$ cat src/rtl/tdm_demux4_if.sv
// rtl/tdm_demux4_if.sv - sample-stream input and frame output bundle for tdm_demux4
interface tdm_demux4_if #(
    parameter int WIDTH = 1
) ();
    logic               in_valid;
    logic               in_sync;
    logic [WIDTH-1:0]   in_data;
    logic [4*WIDTH-1:0] out_lanes;
    logic               out_valid;
    logic [1:0]         sel;
    logic               locked;
    logic               frame_err;

    modport master (
        output in_valid, in_sync, in_data,
        input  out_lanes, out_valid, sel, locked, frame_err
    );

    modport slave (
        input  in_valid, in_sync, in_data,
        output out_lanes, out_valid, sel, locked, frame_err
    );
endinterface

$ cat src/rtl/tdm_demux4.sv
// rtl/tdm_demux4.sv - 1:4 time-division demux, publishes each complete frame as a parallel word
module tdm_demux4 #(
    parameter int WIDTH = 1
) (
    input  logic          clk,
    input  logic          rst_n,
    tdm_demux4_if.slave   bus
);
    typedef enum logic {HUNT, RUN} state_t;

    state_t               state_q, state_d;
    logic [1:0]           sel_q, sel_d;
    logic                 locked_q, locked_d;
    logic                 out_valid_q, out_valid_d;
    logic                 frame_err_q, frame_err_d;
    logic [4*WIDTH-1:0]   out_lanes_q, out_lanes_d;
    // Slot 3 is never staged: it goes straight to out_lanes on publish.
    logic [3*WIDTH-1:0]   staging_q, staging_d;

    always_comb begin
        state_d     = state_q;
        sel_d       = sel_q;
        locked_d    = locked_q;
        out_lanes_d = out_lanes_q;
        staging_d   = staging_q;
        out_valid_d = 1'b0;
        frame_err_d = 1'b0;
        if (bus.in_valid) begin
            case (state_q)
                HUNT: begin
                    if (bus.in_sync) begin
                        staging_d[WIDTH-1:0] = bus.in_data;
                        sel_d                = 2'd1;
                        state_d              = RUN;
                        locked_d             = 1'b1;
                    end
                end
                RUN: begin
                    if (bus.in_sync) begin
                        // An early sync restarts the frame rather than dropping lock.
                        frame_err_d          = (sel_q != 2'd0);
                        staging_d[WIDTH-1:0] = bus.in_data;
                        sel_d                = 2'd1;
                    end else if (sel_q == 2'd0) begin
                        frame_err_d = 1'b1;
                        state_d     = HUNT;
                        locked_d    = 1'b0;
                        sel_d       = 2'd0;
                    end else if (sel_q == 2'd3) begin
                        out_lanes_d = {bus.in_data, staging_q};
                        out_valid_d = 1'b1;
                        sel_d       = 2'd0;
                    end else begin
                        staging_d[int'(sel_q)*WIDTH +: WIDTH] = bus.in_data;
                        sel_d = sel_q + 2'd1;
                    end
                end
                default: begin
                    state_d = HUNT;
                end
            endcase
        end
    end

    always_ff @(posedge clk or negedge rst_n) begin
        if (!rst_n) begin
            state_q     <= HUNT;
            sel_q       <= 2'd0;
            locked_q    <= 1'b0;
            out_valid_q <= 1'b0;
            frame_err_q <= 1'b0;
            out_lanes_q <= '0;
            staging_q   <= '0;
        end else begin
            state_q     <= state_d;
            sel_q       <= sel_d;
            locked_q    <= locked_d;
            out_valid_q <= out_valid_d;
            frame_err_q <= frame_err_d;
            out_lanes_q <= out_lanes_d;
            staging_q   <= staging_d;
        end
    end

    assign bus.out_lanes = out_lanes_q;
    assign bus.out_valid = out_valid_q;
    assign bus.sel       = sel_q;
    assign bus.locked    = locked_q;
    assign bus.frame_err = frame_err_q;
endmodule

$ cat src/flat_wrapper.sv
// flat-port wrapper written by rule: the top's interface ports become plain ports
module tdm_demux4_flat 
#(
    parameter int WIDTH = 1
)
  (clk, rst_n, bus_in_valid, bus_in_sync, bus_in_data, bus_out_lanes, bus_out_valid, bus_sel, bus_locked, bus_frame_err);
  tdm_demux4_if #(.WIDTH(WIDTH)) bus_i ();
  input  logic clk;
  input  logic rst_n;
  input wire logic [$bits(bus_i.in_valid)-1:0] bus_in_valid;
  input wire logic [$bits(bus_i.in_sync)-1:0] bus_in_sync;
  input wire logic [$bits(bus_i.in_data)-1:0] bus_in_data;
  output wire logic [$bits(bus_i.out_lanes)-1:0] bus_out_lanes;
  output wire logic [$bits(bus_i.out_valid)-1:0] bus_out_valid;
  output wire logic [$bits(bus_i.sel)-1:0] bus_sel;
  output wire logic [$bits(bus_i.locked)-1:0] bus_locked;
  output wire logic [$bits(bus_i.frame_err)-1:0] bus_frame_err;
  assign bus_i.in_valid = bus_in_valid;
  assign bus_i.in_sync = bus_in_sync;
  assign bus_i.in_data = bus_in_data;
  assign bus_out_lanes = bus_i.out_lanes;
  assign bus_out_valid = bus_i.out_valid;
  assign bus_sel = bus_i.sel;
  assign bus_locked = bus_i.locked;
  assign bus_frame_err = bus_i.frame_err;
  tdm_demux4 #(.WIDTH(WIDTH)) u_core (.clk(clk), .rst_n(rst_n), .bus(bus_i));
endmodule
$ cat config.mk
export PLATFORM = sky130hd
export DESIGN_NAME = tdm_demux4_flat
export DESIGN_NICKNAME = d
export VERILOG_FILES = /design/src/rtl/tdm_demux4_if.sv /design/src/rtl/tdm_demux4.sv /design/src/flat_wrapper.sv
export SDC_FILE = /design/constraint.sdc
export NUM_CORES = 1
export LEC_CHECK = 0
export CAP_MARGIN = 20
export CORE_MARGIN = 2
export CORE_UTILIZATION = 50
export CTS_BUF_LIST = sky130_fd_sc_hd__clkbuf_8 sky130_fd_sc_hd__clkbuf_16
export DETAILED_ROUTE_END_ITERATION = 6
export GPL_TIMING_DRIVEN = 0
export HOLD_SLACK_MARGIN = 0.1
export PLACE_DENSITY = 0.75
export SLEW_MARGIN = 15
export SYNTH_ARGS = -nofsm -noshare
export SYNTH_HDL_FRONTEND = slang
export SYNTH_SLANG_ARGS = --single-unit
$ cat constraint.sdc
create_clock -name clk -period 4.6 [get_ports clk]
set_clock_uncertainty 0.15 [all_clocks]
set_input_delay 0.92 -clock clk [delete_from_list [all_inputs] [get_ports clk]]
set_output_delay 0.92 -clock clk [all_outputs]
set_load 0.05 [all_outputs]
* Word level (Yosys, flattened, before mapping)
Index checks and enable logic that the tools add are counted.
Word-level totals: register bits 13, output and inout port bits 9
Cells by class: $add $sub $neg 2, equal/unequal tests 6, shift-type cells 2, muxes and demuxes 28, bitwise logic cells 4, reduce and logical (&&, ||, !) cells 7
Operators by type and width (number):
- negator 2 -> 33 bit | 1
- variable shift 1 x 33 -> 3 bit, first input constant | 1
- variable part select 1 x 33 -> 3 bit | 1
- two-way mux 1 bit | 19
- AND reduction 5 bit | 2
- two-way mux 2 bit | 4
- AND reduction 4 bit | 2
- != test 2 bit, second input constant | 3
- != test 3 bit, second input constant | 2
- one-hot mux 1 bit (2 select lines) | 3
- inverter 1 bit | 4
- one-hot mux 2 bit (2 select lines) | 1
- bitwise mux 3 bit | 1
- adder 2 x 1 -> 2 bit, second input constant | 1
- == test 2 bit, second input constant | 1
- logical NOT 2 bit | 1
- AND reduction 2 bit | 1
- nonzero test 2 bit | 1

* Longest topological paths before layout
Gate-level depths: netlist of run 1.
word-level depth 7, gate-level depth with buffers 6, depth with buffers taken out 6

* Least setup slack after synthesis of run 1
No wires, ideal clock.
path kind register -> register, start reg u_core.sel_q[0], in the netlist u_core.bus.sel[0], end reg u_core.out_lanes_q[0], in the netlist u_core.bus.out_lanes[0], setup time 0.125 ns, arrival time 1.819 ns, required time 4.325 ns, setup slack 2.506 ns, cell stages (with the launch flop) 7, period minus slack after synthesis 2.094 ns, cells stage by stage dfrtp_1 inv_1 ha_1 inv_1 ha_1 nand4_1 mux2_2
Between the ends: cells in the longest elaborated chain, start to end 3, elaborated cells on any way between the ends 4
RTL lines:
- start: declaration | RTL line tdm_demux4.sv:12 | logic [1:0] sel_q, sel_d;
- start signal: assignment | RTL line tdm_demux4.sv:76 | sel_q <= sel_d;
- logical NOT 2 bit | RTL line tdm_demux4.sv:44 | end else if (sel_q == 2'd0) begin
- inverter 1 bit (no source line)
- AND reduction 5 bit (no source line) *
- end signal: assignment | RTL line tdm_demux4.sv:80 | out_lanes_q <= out_lanes_d;
- end: declaration | RTL line tdm_demux4.sv:16 | logic [4*WIDTH-1:0] out_lanes_q, out_lanes_d;
Mark *: on every way between the ends. The rest lies on a longest branch, timed or not. A chain may end at the register's enable or synchronous reset.

* Worst setup path in the final report of run 1
start reg u_core.sel_q[0], in the netlist u_core.bus.sel[0], end out bus_sel[0]
RTL lines:
- end: declaration | RTL line flat_wrapper.sv:15 | output wire logic [$bits(bus_i.sel)-1:0] bus_sel;
No word-level cell between the ends.

==> results.ini, run 1 <==
[power]
power_leakage_nw = 0.441
max-vdd-ir-drop_uv = 308
cellPowerDensity_nw_per_um2 = 589

[floorplanning]
row_count = 13
die_y_um = 41.8
dieArea_um2 = 1740
start_util = 0.541
core-area_um2 = 1320
ios = 14
die_w_um = 41.8

[yosys]
netlist.top_cell.by_area = dfrtp_1
ys_ff_latch = 13
synthTopCellsByArea = dfrtp_1, ha_1, mux2_2
async_reset_ff_frac = 1.00
synthCells = 63
synth_nets = 76
netlist_area_um2 = 713
synth_top_area_frac = 0.456
yosys_warnings = 0
synth_most_common_cell = dfrtp_1
ys_types = 23
yosysSeqAreaShare = 0.456
synth_common_cells = dfrtp_1, ha_1, a21oi_1, mux2_2, inv_1
syn_area_per_cell_um2 = 11.3
synth_edf_count = 0
ys.flop_type = dfrtp_1

[route]
finalWirelength_mm = 1.29
wl_per_cell_um = 13.7
drcViolationCount = 0
first_iter_violations = 4
drt_first_pass_iters = 4
num_vias = 520
drtAntennaViolNets = 0
vias_per_cell = 5.53

[grt]
grt_usage = 0.181
grt_pass1_wl_mm = 2.42
grt-ovfl-total = 0
use_met1 = 0.212
met2_usage = 0.309
grt_max_degree = 14
grt_pass1_vias = 540
grt_use_met3 = 0.0478
antenna_found_initial = 0
busiest_layer = met2

[critical_path]
r2r_cells = 6
cp_slowest_cell = clkdlybuf4s50_1
crit_type = reg2out
rr_startpoint = u_core.bus.sel[0]
rrSetupSlack_ns = 2.61
startpoint_type = register
path_cells = clkdlybuf4s50_1
required_ns = 3.53
cp.arrival_ns = 1.51
critPathMaxStageDelay_ns = 0.84
cp_max_fo = 6
critPathTopFamily = buffers and inverters
cp-end-kind = output pin
r2r-end = u_core.bus.out_lanes[1]
cp_num_buf_inv = 1

[clocking]
clk_path_buf_depth = 2
htreeDepth = 1
cts_resized = 0
post_cts_buffers = 0
clkSinkCount = 13
path_clk_slew_ns = 0.05
clk_root_buffer_cell = clkbuf_8
postCtsHoldBufs = 0
insertion_delay_ns = 0.24
cts_tree = yes
cts_buffers = 3

[sta]
worst_pin_slew_ns = 0.584
tns_ns = 0
hold_violations = 0
grt_setup_unrepaired = false
slew_headroom = 0.610
period_share = 0.561
worst_slack_ns = 2.02
maxSlewViolCount = 0
setup_viol_count_final = 0
hold_slack_ns = 0.352
max_freq_mhz = 387
min_period_ns = 2.58

[worst_hold_path]
holdPathEnd = u_core.bus.out_lanes[2]
hold_depth = 1
holdCritStartpoint = u_core.bus.out_lanes[2]
worstHoldPathType = reg2reg

[status]
status = finished, final reports clean

[job]
maxCapViolations = 0

[final_layout]
syn2layout_area_growth_pct = 25.8
nNetsFinal = 93
instances_no_fill = 94
antennaDiodeCount = 0
drive_above_1_share = 0.190
fin_util = 0.681

[placed_design]
post-place-cells = 90
dp_hpwl_um = 965
portBuffers = 12
place_ws_ns = 2.13
place_congestion = 0.785

==> cells by family after synthesis <==
family | share of synthesized area
buffers and inverters | 0.0649
AOI/OAI and AO/OA | 0.0825
muxes | 0.121
DFF | 0.456
adders and majority gates | 0.140
and+or+nand+nor | 0.135
==> placed cells by master, fill, tap and decap left out <==
cell,instances
nor2_1,2
clkdlybuf4s50_1,12
ha_1,8
o31a_1,1
o21ai_0,1
o211ai_1,1
nand4_1,1
and2_2,1
inv_1,5
nor4bb_1,1
a21oi_1,5
and3_1,1
mux2_4,2
nor3_1,3
dfrtp_1,13
nand3_1,3
nand2_1,3
o22ai_1,1
a31oi_1,1
and3b_1,2
buf_2,1
mux2_2,5
clkbuf_8,3
buf_6,2
inv_2,1
==> stage by stage <==
stage	area, um2	total power, mW
6_report	897	0.528
5_1_grt	897	0.565
4_1_cts	897	0.533
3_5_place_dp	852	0.435
3_3_place_gp	852	0.429
2_1_floorplan	713	0.358
==> sequential cells by signal (all words and copies together), names as in the netlist <==
signal and cells:
u_core.bus.out_valid 1, u_core.bus.locked 1, u_core.bus.frame_err 1, u_core.bus.out_lanes 4, u_core.state_q 1, u_core.bus.sel 2, u_core.staging_q 3
==> area by class of cell <==
type / instances / area [um2]
buffer: 3 / 27.5
clock buffer: 3 / 41.3
clock inverter: 1 / 3.75
fill: 103 / 420
inverter: 5 / 18.8
multi-input combinational: 42 / 342
sequential: 13 / 325
tap: 15 / 18.8
timing repair buffer: 12 / 120
==> layer usage <==
layer | vias up | part of all wire
li1 | 251 | -
met1 | 252 | 0.44
met4 | 0 | 0.017
met3 | 4 | 0.052
met2 | 13 | 0.49
met5 | - | 0
==> power by group <==
group | total [mW] | internal (mW) | switching (mW)
combinational | 0.259 | 0.102 | 0.157
sequential | 0.174 | 0.148 | 0.0253
clock | 0.0957 | 0.0586 | 0.0370
==> how the worst max path moves through the flow <==
stage                                  from                 endpoint  slack (ns)  cells past startpoint
after global placement         bus_in_valid  u_core.bus.out_lanes[3]        2.15                      4
after CTS                 u_core.bus.sel[0]               bus_sel[0]        2.02                      1
after global routing      u_core.bus.sel[0]               bus_sel[0]        1.97                      1
after floorplan           u_core.bus.sel[0]  u_core.bus.out_lanes[0]        2.51                      6
after detailed placement       bus_in_valid  u_core.bus.out_lanes[1]        2.13                      4
final                     u_core.bus.sel[0]               bus_sel[0]        2.02                      1
Note: power is estimated with default switching activity, not from simulation.
==> run 2, diff against run 1 <==
--- a/config.mk
+++ b/config.mk
@@ -7,12 +7,12 @@
 export LEC_CHECK = 0
 export CAP_MARGIN = 20
 export CORE_MARGIN = 2
-export CORE_UTILIZATION = 50
+export CORE_UTILIZATION = 44
 export CTS_BUF_LIST = sky130_fd_sc_hd__clkbuf_8 sky130_fd_sc_hd__clkbuf_16
 export DETAILED_ROUTE_END_ITERATION = 6
 export GPL_TIMING_DRIVEN = 0
 export HOLD_SLACK_MARGIN = 0.1
-export PLACE_DENSITY = 0.75
+export PLACE_DENSITY = 0.69
 export SLEW_MARGIN = 15
 export SYNTH_ARGS = -nofsm -noshare
 export SYNTH_HDL_FRONTEND = slang
==> constraint.sdc (replaced) <==
create_clock -name clk -period 2.2 [get_ports clk]
set_clock_uncertainty 0.15 [all_clocks]
set_input_delay 0.44 -clock clk [delete_from_list [all_inputs] [get_ports clk]]
set_output_delay 0.44 -clock clk [all_outputs]
set_load 0.05 [all_outputs]
==> run 2 against run 1 <==
Sequential share of layout area shrank 0.051 points. Cell count grew 1.1%. Critical path type unchanged. Highest routed layer unchanged. Critical endpoint unchanged. Worst hold slack lost 0.080 ns. Clock-buffer cell count is the same.
==> results.ini, run 2 (same netlist as run 1, synthesis figures left out) <==
[status]
status = finished, final reports clean

[worst_hold_path]
holdCritStartpoint = bus_in_sync
hold_depth = 2  ; +1
worstHoldPathType = in2reg
holdPathEnd = u_core.bus.sel[1]

[grt]
grt_pass1_vias = 515  ; -4.6%
grt_usage = 0.173  ; -0.00874
met2_usage = 0.256  ; -0.0535
use_met1 = 0.212  ; +0.000314
grt_max_degree = 14  ; unchanged
grt-ovfl-total = 0  ; unchanged
grt_use_met3 = 0.0367  ; -0.0111
antenna_found_initial = 0  ; unchanged
busiest_layer = met2
grt_pass1_wl_mm = 2.33  ; -3.4%

[floorplanning]
dieArea_um2 = 1960  ; +12%
ios = 14  ; unchanged
row_count = 14  ; +1
start_util = 0.473  ; -0.0679
die_w_um = 44.3  ; +6.0%
core-area_um2 = 1510  ; +14%
die_y_um = 44.3  ; +6.0%

[sta]
max_freq_mhz = 473
setup_viol_count_final = 0  ; unchanged
worst_pin_slew_ns = 0.567  ; -0.0171 ns
tns_ns = 0  ; unchanged
hold_slack_ns = 0.272  ; -0.0801 ns
grt_setup_unrepaired = false
period_share = 0.961
hold_violations = 0  ; unchanged
maxSlewViolCount = 0  ; unchanged
slew_headroom = 0.621  ; +0.0114
min_period_ns = 2.11

[critical_path]
critPathMaxStageDelay_ns = 0.84  ; about the same
r2r-end = u_core.bus.out_lanes[1]
rrSetupSlack_ns = 0.22  ; -2.39 ns
cp_max_fo = 6  ; unchanged
cp_slowest_cell = clkdlybuf4s50_1
path_cells = clkdlybuf4s50_1
cp.arrival_ns = 1.52  ; about the same
startpoint_type = register
cp_num_buf_inv = 1  ; unchanged
critPathTopFamily = buffers and inverters
cp-end-kind = output pin
r2r_cells = 6  ; unchanged
crit_type = reg2out
rr_startpoint = u_core.bus.sel[0]
required_ns = 1.61  ; -1.92 ns

[placed_design]
place_congestion = 0.751  ; -4.3%
portBuffers = 12  ; unchanged
dp_hpwl_um = 928  ; -3.8%
post-place-cells = 91  ; +1.1%

[power]
cellPowerDensity_nw_per_um2 = 1240  ; +110%
switchingPower_uw = 464  ; +110%
power_leakage_nw = 0.441  ; unchanged
swShare = 0.418  ; +0.00302
p_comb_frac = 0.489  ; about the same
p_int_uw = 648  ; +110%
max-vdd-ir-drop_uv = 664  ; +120%
p_seq_frac = 0.324  ; -0.005
power.share.clock = 0.187  ; +0.006

[job]
maxCapViolations = 0  ; unchanged

[final_layout]
regArea_um2 = 325  ; unchanged
antennaDiodeCount = 0  ; unchanged
instances_no_fill = 95  ; +1.1%
n_fill_cell = 148  ; +44%
syn2layout_area_growth_pct = 26.0
nNetsFinal = 93  ; unchanged
final_common_cell = dfrtp_1
drive_above_1_share = 0.190  ; unchanged
layout_common_cells = dfrtp_1, clkdlybuf4s50_1, ha_1
multiInputGateArea_um2 = 342  ; unchanged
largest_register_ffs = 4  ; unchanged

[route]
finalWirelength_mm = 1.27  ; -1.4%
vias_per_cell = 5.38  ; -2.8%
first_iter_violations = 1  ; -3
drtAntennaViolNets = 0  ; unchanged
drcViolationCount = 0  ; unchanged
drt_first_pass_iters = 3  ; -1
wl_per_cell_um = 13.3  ; -2.4%
num_vias = 511  ; -1.7%

[clocking]
clkSinkCount = 13  ; unchanged
clk_path_buf_depth = 2  ; unchanged
clk_root_buffer_cell = clkbuf_8
htreeDepth = 1  ; unchanged
cts_buffers = 3  ; unchanged
cts_resized = 0  ; unchanged
cts_tree = yes
insertion_delay_ns = 0.24  ; about the same
post_cts_buffers = 0  ; unchanged
postCtsHoldBufs = 0  ; unchanged
path_clk_slew_ns = 0.05  ; about the same

## run 2: power by group through the flow
| stage | Clock, mW | Combinational, mW | Sequential [mW] |
|---|---|---|---|
| after detailed placement | 0 | 0.543 | 0.366 |
| after CTS | 0.214 | 0.548 | 0.362 |
| final | 0.208 | 0.544 | 0.360 |
| after global routing | 0.221 | 0.596 | 0.375 |
| after global placement | 0 | 0.539 | 0.362 |
| after floorplan | 0 | 0.230 | 0.519 |
## run 2: per-layer routing
metal	up-vias	routed length (um)	part of all wire
met5	-	0	0
met4	0	51	0.040
met3	5	67	0.053
met2	16	550	0.43
met1	238	598	0.47
li1	252	-	-
## run 2: metrics by stage
stage | power (mW) | cell area [um2] | setup WS [ns] | util
after floorplan | 0.749 | 713 | 0.106 | -
after global placement | 0.900 | 853 | 0.216 | 0.566
after detailed placement | 0.909 | 853 | 0.198 | 0.566
after CTS | 1.12 | 898 | 0.0725 | 0.596
after global routing | 1.19 | 898 | 0.0300 | 0.596
final | 1.11 | 898 | 0.0863 | 0.596
## run 2: layout make-up
class                   count  share of cell area
clock inverters             1             0.00418
repair buffers             12               0.134
flip-flops and latches     13               0.362
clock buffers               3              0.0460
plain buffers               3              0.0306
well taps                  16              0.0223
inverters                   5              0.0209
multi-input cells          42               0.380
## run 2: how the worst max path moves through the flow
stage	from	end	slack [ns]	depth (start not counted)
after CTS	u_core.bus.sel[0]	bus_sel[0]	0.07	1
final	u_core.bus.sel[0]	bus_sel[0]	0.09	1
after global routing	u_core.bus.sel[1]	bus_sel[1]	0.03	1
after floorplan	u_core.bus.sel[0]	u_core.bus.out_lanes[0]	0.11	6
after global placement	bus_in_valid	u_core.bus.out_lanes[3]	0.22	4
after detailed placement	bus_in_valid	u_core.bus.out_lanes[1]	0.20	4
